[src/rtl/mem_access_stage.sv]
// Memory access pipeline stage: turns execute-stage results into data-memory
// loads/stores over a req/ack bus and hands a single-pulse result to writeback.
module mem_access_stage #(
  parameter int TIMEOUT_CYCLES = 16,
  parameter int ICONT_W        = 32
) (
  input  logic               clk,
  input  logic               rst,
  input  logic               done_in,
  input  logic [31:0]        result_in,
  input  logic [31:0]        hold_op2_in,
  input  logic [ICONT_W-1:0] iCont_in,
  input  logic [31:0]        PC_in,
  input  logic               mem_read,
  input  logic               mem_write,
  input  logic [1:0]         mem_size,
  input  logic               mem_unsigned,
  output logic               stall_out,
  output logic               dmem_req,
  output logic               dmem_we,
  output logic [31:0]        dmem_addr,
  output logic [3:0]         dmem_be,
  output logic [31:0]        dmem_wdata,
  input  logic [31:0]        dmem_rdata,
  input  logic               dmem_ack,
  output logic [31:0]        wb_data,
  output logic [ICONT_W-1:0] iCont_out,
  output logic [31:0]        PC_out,
  output logic               misalign,
  output logic               bus_err,
  output logic               done_out
);

  typedef enum logic {IDLE, REQ} state_t;

  localparam logic [7:0] TO_LAST = 8'(TIMEOUT_CYCLES - 1);

  state_t             state_q, state_d;
  logic [7:0]         cnt_q, cnt_d;
  logic               we_q, we_d;
  logic [31:0]        addr_q, addr_d;
  logic [1:0]         off_q, off_d;
  logic [1:0]         size_q, size_d;
  logic               uns_q, uns_d;
  logic [3:0]         be_q, be_d;
  logic [31:0]        wdata_q, wdata_d;
  logic [31:0]        pcPend_q, pcPend_d;
  logic [ICONT_W-1:0] icPend_q, icPend_d;
  logic [31:0]        wb_q, wb_d;
  logic [31:0]        pcOut_q, pcOut_d;
  logic [ICONT_W-1:0] icOut_q, icOut_d;
  logic               mis_q, mis_d;
  logic               err_q, err_d;
  logic               done_q, done_d;

  logic               isMem, misAligned;
  logic [3:0]         laneBe;
  logic [31:0]        laneData;

  // Size 11 behaves exactly like a word access (size[1] set).
  function automatic logic [31:0] extractLoad(input logic [31:0] rd, input logic [1:0] off,
                                              input logic [1:0] sz, input logic uns);
    logic [7:0]  b;
    logic [15:0] h;
    case (off)
      2'd0:    b = rd[7:0];
      2'd1:    b = rd[15:8];
      2'd2:    b = rd[23:16];
      default: b = rd[31:24];
    endcase
    h = off[1] ? rd[31:16] : rd[15:0];
    if (sz[1])           extractLoad = rd;
    else if (sz == 2'b01) extractLoad = {{16{h[15] & ~uns}}, h};
    else                 extractLoad = {{24{b[7] & ~uns}}, b};
  endfunction

  always_comb begin
    isMem      = mem_read | mem_write;
    misAligned = ((mem_size == 2'b01) && result_in[0]) ||
                 (mem_size[1] && (result_in[1:0] != 2'b00));
    laneBe     = 4'b1111;
    laneData   = hold_op2_in;
    if (mem_size == 2'b00) begin
      laneBe   = 4'b0001 << result_in[1:0];
      laneData = {4{hold_op2_in[7:0]}};
    end else if (mem_size == 2'b01) begin
      laneBe   = result_in[1] ? 4'b1100 : 4'b0011;
      laneData = {2{hold_op2_in[15:0]}};
    end
  end

  always_comb begin
    state_d  = state_q;
    cnt_d    = cnt_q;
    we_d     = we_q;
    addr_d   = addr_q;
    off_d    = off_q;
    size_d   = size_q;
    uns_d    = uns_q;
    be_d     = be_q;
    wdata_d  = wdata_q;
    pcPend_d = pcPend_q;
    icPend_d = icPend_q;
    wb_d     = wb_q;
    pcOut_d  = pcOut_q;
    icOut_d  = icOut_q;
    mis_d    = mis_q;
    err_d    = err_q;
    done_d   = 1'b0;
    case (state_q)
      IDLE: begin
        if (done_in) begin
          if (!isMem || misAligned) begin
            done_d  = 1'b1;
            wb_d    = isMem ? 32'd0 : result_in;
            mis_d   = isMem;
            err_d   = 1'b0;
            pcOut_d = PC_in;
            icOut_d = iCont_in;
          end else begin
            state_d  = REQ;
            cnt_d    = 8'd0;
            we_d     = mem_write;
            addr_d   = {result_in[31:2], 2'b00};
            off_d    = result_in[1:0];
            size_d   = mem_size;
            uns_d    = mem_unsigned;
            be_d     = laneBe;
            wdata_d  = laneData;
            pcPend_d = PC_in;
            icPend_d = iCont_in;
          end
        end
      end
      REQ: begin
        // An ack in the final allowed cycle still completes the transfer.
        if (dmem_ack || cnt_q == TO_LAST) begin
          state_d = IDLE;
          done_d  = 1'b1;
          mis_d   = 1'b0;
          err_d   = ~dmem_ack;
          wb_d    = (dmem_ack && !we_q) ? extractLoad(dmem_rdata, off_q, size_q, uns_q) : 32'd0;
          pcOut_d = pcPend_q;
          icOut_d = icPend_q;
          cnt_d   = 8'd0;
        end else begin
          cnt_d = cnt_q + 8'd1;
        end
      end
      default: state_d = IDLE;
    endcase
  end

  always_ff @(posedge clk) begin
    if (rst) begin
      state_q  <= IDLE;
      cnt_q    <= '0;
      we_q     <= 1'b0;
      addr_q   <= '0;
      off_q    <= '0;
      size_q   <= '0;
      uns_q    <= 1'b0;
      be_q     <= '0;
      wdata_q  <= '0;
      pcPend_q <= '0;
      icPend_q <= '0;
      wb_q     <= '0;
      pcOut_q  <= '0;
      icOut_q  <= '0;
      mis_q    <= 1'b0;
      err_q    <= 1'b0;
      done_q   <= 1'b0;
    end else begin
      state_q  <= state_d;
      cnt_q    <= cnt_d;
      we_q     <= we_d;
      addr_q   <= addr_d;
      off_q    <= off_d;
      size_q   <= size_d;
      uns_q    <= uns_d;
      be_q     <= be_d;
      wdata_q  <= wdata_d;
      pcPend_q <= pcPend_d;
      icPend_q <= icPend_d;
      wb_q     <= wb_d;
      pcOut_q  <= pcOut_d;
      icOut_q  <= icOut_d;
      mis_q    <= mis_d;
      err_q    <= err_d;
      done_q   <= done_d;
    end
  end

  assign stall_out  = (state_q == REQ);
  assign dmem_req   = (state_q == REQ);
  assign dmem_we    = we_q;
  assign dmem_addr  = addr_q;
  assign dmem_be    = be_q;
  assign dmem_wdata = wdata_q;
  assign wb_data    = wb_q;
  assign PC_out     = pcOut_q;
  assign iCont_out  = icOut_q;
  assign misalign   = mis_q;
  assign bus_err    = err_q;
  assign done_out   = done_q;

endmodule

[config.mk]
export PLATFORM = sky130hd
export DESIGN_NAME = mem_access_stage
export DESIGN_NICKNAME = d
export VERILOG_FILES = /design/src/rtl/mem_access_stage.sv
export SDC_FILE = /design/constraint.sdc
export NUM_CORES = 1
export LEC_CHECK = 0
export BUFFER_PORTS_ARGS = -buffer_cell sky130_fd_sc_hd__buf_2
export CELL_PAD_IN_SITES_DETAIL_PLACEMENT = 0
export CELL_PAD_IN_SITES_GLOBAL_PLACEMENT = 1
export CORE_MARGIN = 3
export CORE_UTILIZATION = 33
export CTS_CLUSTER_SIZE = 14
export DETAILED_ROUTE_END_ITERATION = 10
export HOLD_SLACK_MARGIN = 0.12
export PLACE_DENSITY_LB_ADDON = 0.08
export SLEW_MARGIN = 25
export SYNTH_ARGS = -nofsm -noshare
export SYNTH_HDL_FRONTEND = slang
export SYNTH_SLANG_ARGS = --single-unit
export TNS_END_PERCENT = 1
[constraint.sdc]
create_clock -name clk -period 2.2 [get_ports clk]
set_clock_uncertainty 0.2 [all_clocks]
set_input_delay 0.44 -clock clk [delete_from_list [all_inputs] [get_ports clk]]
set_output_delay 0.44 -clock clk [all_outputs]
set_load 0.05 [all_outputs]
Word level (Yosys, flattened, before mapping)

Cells that the tools add are included.

Flip-flop bits (word level): 244
Bits of input ports: 169
Output and inout port bits: 170
Logic and storage cells: 94

Add/sub/neg operators: 1
Eq/ne operators: 9
Shifts and indexed selects: 1
Muxes and demuxes: 45
Bitwise gates (word level): 7
Reductions and logical operators: 14

Operators by type and width:

| cell                | count |
|---|---|
| $mux 32             | 15 |
| $pmux 32 s2         | 3 |
| $mux 8              | 5 |
| $pmux 8 s3          | 1 |
| $mux 16             | 1 |
| $pmux 8 s2          | 1 |
| $mux 1              | 12 |
| $mux 4              | 3 |
| $add 8x1->8 const B | 1 |
| $eq 8x4->1 const B  | 1 |
| $pmux 1 s2          | 4 |
| $eq 2x1->1 const B  | 3 |
| $ne 2x2->1 const B  | 3 |
| $reduce_and 3->1    | 2 |
| $logic_not 2->1     | 2 |
| $not 1->1           | 4 |
| $shl 1x2->4 const A | 1 |
| $logic_and 1x1->1   | 3 |
| $logic_or 1x1->1    | 3 |
| $and 1x1->1         | 2 |
| $eq 2x2->1 const B  | 1 |
| $logic_not 1->1     | 2 |
| $ne 2x1->1 const B  | 1 |
| $reduce_and 2->1    | 1 |
| other kinds (2)     | 2 |

Logic depth before layout (Yosys ltp)

Gate-level depths: netlist (run 1).

Word-level depth: 10
Depth in mapped cells: 8
Mapped depth without buffers: 6

Worst setup path after synthesis (run 1)

No wires, ideal clock.

Path kind: register to register
Start point: register state_q (netlist: dmem_req)
End point: register wb_q[20] (netlist: wb_data[20])
Library setup time: 74 ps
Arrival time: 2073 ps
Data required time: 1926 ps
Setup slack: -147 ps
Stages on the path, launching flop included: 8
Path buffers: 2
Clock period less this slack: 2347 ps
Cells stage by stage: dfxtp_1 -> buf_4 -> nand3b_2 -> o21bai_2 -> nor3_4 -> buf_4 -> a221oi_2 -> nor3_2

Cells in the longest elaborated chain, start to end: 3
Elaborated cells on any way between the ends: 6
Those cells by class: eq/ne: 3; mux: 1; bitwise: 1; reduce/logical: 1

Ends and longest elaborated chain:

| element                           | line | source |
|---|---|---|
| start: declaration                | 38   | `state_t state_q, state_d;` |
| start signal: assignment          | 174  | `state_q <= state_d;` |
| $not 1->1 (no source line)        | --   |  |
| $ne 2x2->1 (no source line)       | --   |  |
| $reduce_and 3->1 (no source line) | --   |  |
| end signal: assignment            | 185  | `wb_q <= wb_d;` |
| end: declaration                  | 49   | `logic [31:0] wb_q, wb_d;` |

Several ways; a longest one is shown, not always the timed one.
A chain may end at the register's enable or synchronous reset.

Final worst setup path (run 1)

Start point: register cnt_q[7]
End point: register wb_q[1] (netlist: wb_data[1])

Cells in the longest elaborated chain, start to end: 4

Ends and longest elaborated chain:

| element                           | line | source |
|---|---|---|
| start: declaration                | 39   | `logic [7:0] cnt_q, cnt_d;` |
| start signal: assignment          | 175  | `cnt_q <= cnt_d;` |
| $eq 8x4->1                        | 137  | `if (dmem_ack \|\| cnt_q == TO_LAST) begin` |
| $logic_or 1x1->1                  | 137  |  |
| $ne 2x1->1 (no source line)       | --   |  |
| $reduce_and 3->1 (no source line) | --   |  |

No other way between the ends.

==> results of run 1 <==
-- cell type report --
cell class / count / area [um^2] / area share [%]
Clock inverter: 7 / 88.8 / 0.582
Inverter: 18 / 67.6 / 0.443
Antenna cell: 2 / 5.00 / 0.0328
Clock buffer: 43 / 858 / 5.63
Tap cell: 396 / 495 / 3.25
Multi-Input combinational cell: 873 / 5170 / 33.9
Sequential cell: 244 / 4890 / 32.0
Timing Repair Buffer: 527 / 3680 / 24.1
-- critical path, cell delays in order, from the launching register on --
cell and delay [ns]:
dfxtp_1 0.32, or4_4 0.55, o2bb2a_4 0.25, and2_4 0.19
buf_4 0.18, a211oi_1 0.21, nor3_1 0.08
-- Yosys cell counts, types with 4 or more instances --
cell type  number  share of area [%]
mux2i_1        88                8.4
clkbuf_1       60                2.1
buf_2          25                1.2
nand2b_1       18                1.1
o21ai_0        27                1.3
o211a_1         6               0.57
nand2_1       261                9.3
a211oi_2       12                1.4
nor3_2         10               0.95
nor2b_1         5               0.30
buf_4           7               0.50
a221o_1         8               0.76
a221oi_1        5               0.42
a311oi_1        8               0.66
inv_1          18               0.64
dfxtp_1       244                 46
o22ai_1        11               0.65
buf_1          13               0.46
a221oi_2       14                2.0
nor3_1         18               0.85
a211oi_1       82                5.8
buf_6           4               0.43
nor2_1        133                4.7
a21oi_1       131                6.2
-- sequential cells by signal, summed over array words and instances, names as in the netlist --
signal      flops
PC_out         32
bus_err         1
cnt_q           8
dmem_addr      30
dmem_be         4
dmem_req        1
dmem_wdata     32
dmem_we         1
done_out        1
iCont_out      32
icPend_q       32
misalign        1
off_q           2
pcPend_q       32
size_q          2
uns_q           1
wb_data        32
-- path summary, 6_finish.rpt --
path | startpoint | to | slack (ns) | cells past startpoint
setup / recovery | cnt_q[7] | wb_data[1] | 0.06 | 6
hold / removal | hold_op2_in[25] | dmem_wdata[25] | 0.13 | 5
setup reg to reg | cnt_q[7] | wb_data[1] | 0.06 | 6
hold reg to reg | dmem_addr[25] | dmem_addr[25] | 0.25 | 2
-- power by group through the flow --
stage,Combinational (mW),Clock (mW),Sequential [mW]
2_1_floorplan,1.04,0,5.89
3_3_place_gp,2.75,0,5.00
3_5_place_dp,2.76,0,5.01
4_1_cts,2.96,4.93,4.91
5_1_grt,3.21,5.08,4.95
6_report,2.99,4.77,4.91
-- cell families (layout without fill, tap and decap cells) --
group / after synthesis / count (layout)
AO/OA/AOI/OAI: 317 / 317
buffers and inverters: 128 / 595
other: 1 / 4
multiplexers: 89 / 89
XOR/XNOR: 1 / 1
adder cells (fa/ha/maj): 1 / 1
flip-flops: 244 / 244
AND/OR/NAND/NOR: 463 / 463
-- layer usage --
layer  up-vias  global-route usage, %  wire length [um]
met5         -                      0                 7
met4         2                   3.99               580
met3        38                   3.79              2040
met2       284                   32.3             16500
met1      4688                   28.0             16900
li1       5224                      -                 -
-- what timing repair did --
| item | in CTS | in global routing |
|---|---|---|
| cloned | 0 | 1 |
| hold buffers | 137 | 0 |
| endpoints found under the setup margin | 16 | 115 |
| resized for setup | 0 | 18 |
| pin swaps | 1 | 9 |
| setup buffers | 1 | 1 |
| hold endpoints to repair | 225 | 0 |
==> flow_summary.yaml, run 1 <==
run_status:
  status: "finished, final reports clean"
synth:
  yosysUniqueCellTypes: 54
  synth_xor_area_share_pct: 0.0831
  synth_compound_area_share_pct: 20.9
  synthFlopType: "dfxtp_1"
  syn_inst: 1244
  synthSimpleGateAreaFrac_pct: 18.5
  yosysSeqAreaShare_pct: 46.3
  synth_top_family_by_area: "compound AO/OA/AOI/OAI gates"
  yosys_warnings: 0
  netlist_area_um2: 10500
  synthMuxAreaShare_pct: 8.46
  yosys.area_share.adder_pct: 0.119
  synth_seq_cells: 244
  syn_avg_cell_area_um2: 8.47
  synth-async-reset-ratio_pct: 0
  synth_edf_count: 0
drt:
  via_count: 10200
  finalWirelength_um: 36000
  drtIter0Drc: 548
  detail-route-antenna-nets: 0
  viasPerCell: 4.85
  drtPass1Iterations: 5
  drc: 0
  wl_per_cell_um: 17.1
floorplanning:
  die_h_um: 185
  ios: 339
  start_util_pct: 33.9
  dieArea_um2: 34100
  rows: 64
  core_area_um2: 31100
  die_w_um: 185
clocking:
  cts_inserted_buffers: 29
  h-tree-depth: 1
  clk_pin_slew_ns: 0.06
  insertion_delay_ns: 0.54
  cts.sinks: 244
  cts_tree: "built"
  root_buffer: "clkbuf_16"
  cts_buffer_depth: 3
sta:
  whs_ns: 0.132
  setup_viol: 0
  tightest_slew_ns: 0.715
  clock.fmax_mhz: 468
  slew_viol_final: 0
  maxSlewHeadroom_pct: 52.3
  hold_viol_final: 0
  period_share_pct: 97.1
  min_period_ns: 2.14
  fin_ws_ns: 0.0631
  rsz0062_at_grt: "true"
  final.setup.tns_ns: 0
worst_setup_path:
  worstSetupPathType: "reg2reg"
  cp.arrival_ns: 2.33
  crit_fanout: 9
  worstSetupStartpointType: "register"
  worst_ep_required_time_ns: 2.39
  crit_path_end_kind: "register"
global_routing:
  antenna_found_initial: 3
  grt.total_usage_pct: 20.0
  grt_max_degree: 115
  gr-total-overflow: 0
  grt_pass1_wl_um: 55100
  grt_pass1_vias: 9774
pwr:
  p_clk_share_pct: 37.7
  total_power_mw: 12.7
  p_per_area_nw_per_um2: 830
  comb_power_share_pct: 23.6
  p_sw_mw: 4.04
  vdd_drop_max_mv: 0.582
  seqPwrFrac_pct: 38.8
  internal_power_mw: 8.63
  p_sw_share_pct: 31.9
  leakagePower_nw: 6.51
layout:
  layout_common_cells: "buf_2, nand2_1, dfxtp_1"
  fillers: 3110
  final_nets: 1863
  stdcell_area_um2: 15300
  stdcell_count: 2110
  finalCoreUtilization_pct: 49.1
  layout_commonest_cell: "buf_2"
  syn2layout_area_growth_pct: 44.8
  drive_gt1_share_pct: 28.8
job:
  max_cap_viol_count: 0
placed_design:
  dp_hpwl_um: 24000
  dp_slack_ns: -0.277
  io_buffers: 336
  post-place-cells: 1918
  gp_congestion: 0.852
  placed_area_um2: 12800
worst_hold_path:
  min_path_type: "in2reg"
Power figures use the tool's default switching activity.
==> inputs of run 2 (changes only) <==
--- a/config.mk
+++ b/config.mk
@@ -9,7 +9,7 @@
 export CELL_PAD_IN_SITES_DETAIL_PLACEMENT = 0
 export CELL_PAD_IN_SITES_GLOBAL_PLACEMENT = 1
 export CORE_MARGIN = 3
-export CORE_UTILIZATION = 33
+export CORE_UTILIZATION = 40
 export CTS_CLUSTER_SIZE = 14
 export DETAILED_ROUTE_END_ITERATION = 10
 export HOLD_SLACK_MARGIN = 0.12
==> constraint.sdc (replaced) <==
create_clock -name clk -period 2.55 [get_ports clk]
set_clock_uncertainty 0.2 [all_clocks]
set_input_delay 0.51 -clock clk [delete_from_list [all_inputs] [get_ports clk]]
set_output_delay 0.51 -clock clk [all_outputs]
set_load 0.05 [all_outputs]
==> run 2 against run 1 <==
Net effect:
- register-to-register slack better by 0.16 ns
- final cell count shrank 4.6%
- design area decreased by 2.7%
- sequential cell count is the same
- die area is 17% lower
- sequential power is 14% lower
- clock power shrank 9.0%
- critical path depth grew 3
- global-route usage rose by 2.3 points
- critical endpoint is now dmem_addr[3]
- largest cell class unchanged
==> flow_summary.yaml, run 2 (synthesis results as in run 1) <==
sta:
  final.setup.tns_ns: 0
  slew_viol_final: 0
  tightest_slew_ns: 0.996
  maxSlewHeadroom_pct: 33.4
  min_period_ns: 2.46
  whs_ns: 0.154
  setup_viol: 0
  fin_ws_ns: 0.0891
  period_share_pct: 96.5
  hold_viol_final: 0
  clock.fmax_mhz: 406
drt:
  detail-route-antenna-nets: 0
  wl_per_cell_um: 17.3
  drtIter0Drc: 564
  via_count: 10300
  drtPass1Iterations: 7
  finalWirelength_um: 34900
  drc: 0
  viasPerCell: 5.12
worst_hold_path:
  min_path_type: "in2reg"
worst_setup_path:
  path_delay_family: "buffers and inverters"
  reg2reg_from: "dmem_req"
  path_buf_inv: 5
  r2r-end: "wb_data[31]"
  crit_path_end_kind: "register"
  cp_slowest_stage_delay_ns: 0.55
  worst_ep_required_time_ns: 2.82
  worst-path-stages: 9
  rr_worst_depth: 5
  worstSetupStartpointType: "input port"
  endpoint: "dmem_addr[3]"
  slowest_stage: "dlygate4sd3_1"
  crit_path_start: "result_in[1]"
  worstSetupPathType: "in2reg"
  ff2ff_setup_slack_ns: 0.22
  cp.arrival_ns: 2.73
  crit_fanout: 18
  cpMostUsedCell: "dlygate4sd3_1"
  worstPathCellList: "dlygate4sd3_1 -> buf_2 -> o21a_2 -> nor4_2 -> buf_4 -> buf_12 -> nand2_1 -> a21oi_1 -> dlygate4sd3_1"
placed_design:
  dp_hpwl_um: 22000
  dp_slack_ns: 0.0711
  io_buffers: 336
  gp_congestion: 0.830
  placed_area_um2: 12500
layout:
  fillers: 2358
  final_nets: 1826
  syn2layout_area_growth_pct: 40.8
  drive_gt1_share_pct: 28.0
  multi_input_area_um2: 5130
  stdcell_area_um2: 14800
  finalCoreUtilization_pct: 58.1
  seqCellArea_um2: 4890
  layout_commonest_cell: "buf_2"
  layout_common_cells: "buf_2, nand2_1, dfxtp_1"
floorplanning:
  core_area_um2: 25500
  die_h_um: 168
  start_util_pct: 41.3
  ios: 339
  dieArea_um2: 28300
  rows: 58
  die_w_um: 168
pwr:
  leakagePower_nw: 6.35
  comb_power_share_pct: 22.7
  p_clk_share_pct: 39.1
  seqPwrFrac_pct: 38.2
  p_sw_share_pct: 31.3
  p_per_area_nw_per_um2: 748
  vdd_drop_max_mv: 0.565
  internal_power_mw: 7.62
  p_sw_mw: 3.48
global_routing:
  grt_max_degree: 161
  antenna_found_initial: 5
  grt_pass1_wl_um: 52600
  grt_pass1_vias: 9733
  gr-total-overflow: 0
  grt.total_usage_pct: 22.3
clocking:
  cts_tree: "built"
  cts_inserted_buffers: 27
  cts_buffer_depth: 3
  clk_pin_slew_ns: 0.06
  h-tree-depth: 1
  cts.sinks: 244
  insertion_delay_ns: 0.52
  root_buffer: "clkbuf_16"
run_status:
  status: "finished, final reports clean"
job:
  max_cap_viol_count: 0
==> run 2: cell count changes in the layout (fill, tap and decap cells not counted), sizes merged <==
| cell | change |
|---|---|
| clkinvlp | +3 |
| clkbuf | -6 |
| inv | +1 |
| clkinv | -1 |
| bufinv | +4 |
| diode | +3 |
| buf | -21 |
| nand2 | +1 |
| dlygate4sd3 | -16 |
==> run 2: worst min-delay path by stage <==
stage                                from              to  slack [ns]  cells past startpoint
after floorplan               icPend_q[0]     icPend_q[0]        0.24                      2
after global placement      dmem_addr[29]   dmem_addr[29]        0.24                      2
final                     hold_op2_in[18]  dmem_wdata[18]        0.15                      3
after detailed placement      pcPend_q[8]     pcPend_q[8]        0.25                      2
after global routing      hold_op2_in[21]  dmem_wdata[21]        0.16                      3
after CTS                 hold_op2_in[22]  dmem_wdata[22]        0.13                      3
==> run 2: per-stage QoR <==
step                instances  power (mW)
floorplan                1245        5.98
global placement         1832        6.63
detailed placement       1832        6.65
CTS                      2003        11.2
global route             2011        11.6
finish                   2012        11.1
==> run 2: power by group through the flow <==
stage / clock network, mW / logic (mW) / registers [mW]
2_1_floorplan: 0 / 0.897 / 5.08
3_3_place_gp: 0 / 2.31 / 4.31
3_5_place_dp: 0 / 2.33 / 4.32
4_1_cts: 4.44 / 2.48 / 4.24
5_1_grt: 4.58 / 2.70 / 4.27
6_report: 4.34 / 2.52 / 4.24
==> run 2: repair_timing <==
item,CTS,global route
gates resized for setup,0,6
hold endpoints to repair,164,0
buffers inserted,0,1
endpoints found under the setup margin,0,87
hold buffers,121,0
==> run 2: area by class of cell <==
cell class              instances  area share (%)
multi-input cells             874            34.6
flip-flops and latches        244            32.9
repair buffers                491            22.4
clock buffers                  36            5.18
well taps                     330            2.78
clock inverters                14            1.57
inverters                      18           0.455
diodes                          5          0.0843
==> run 2: per-layer routing <==
layer  global-route usage [%]  part of all wire (%)  vias up
li1                         -                     -     5154
met1                     30.6                    46     4745
met2                     35.7                    45      334
met3                     4.25                   6.6       58
met4                     6.69                   2.6        2
met5                        0                 0.020        -
==> run 2: worst reg2reg max path: cells and delay by family, from the launching register on <==
family | cells | cell delay, ns
and+or+nand+nor | 3 | 1.16
AOI/OAI and AO/OA | 2 | 0.45
DFF | 1 | 0.45
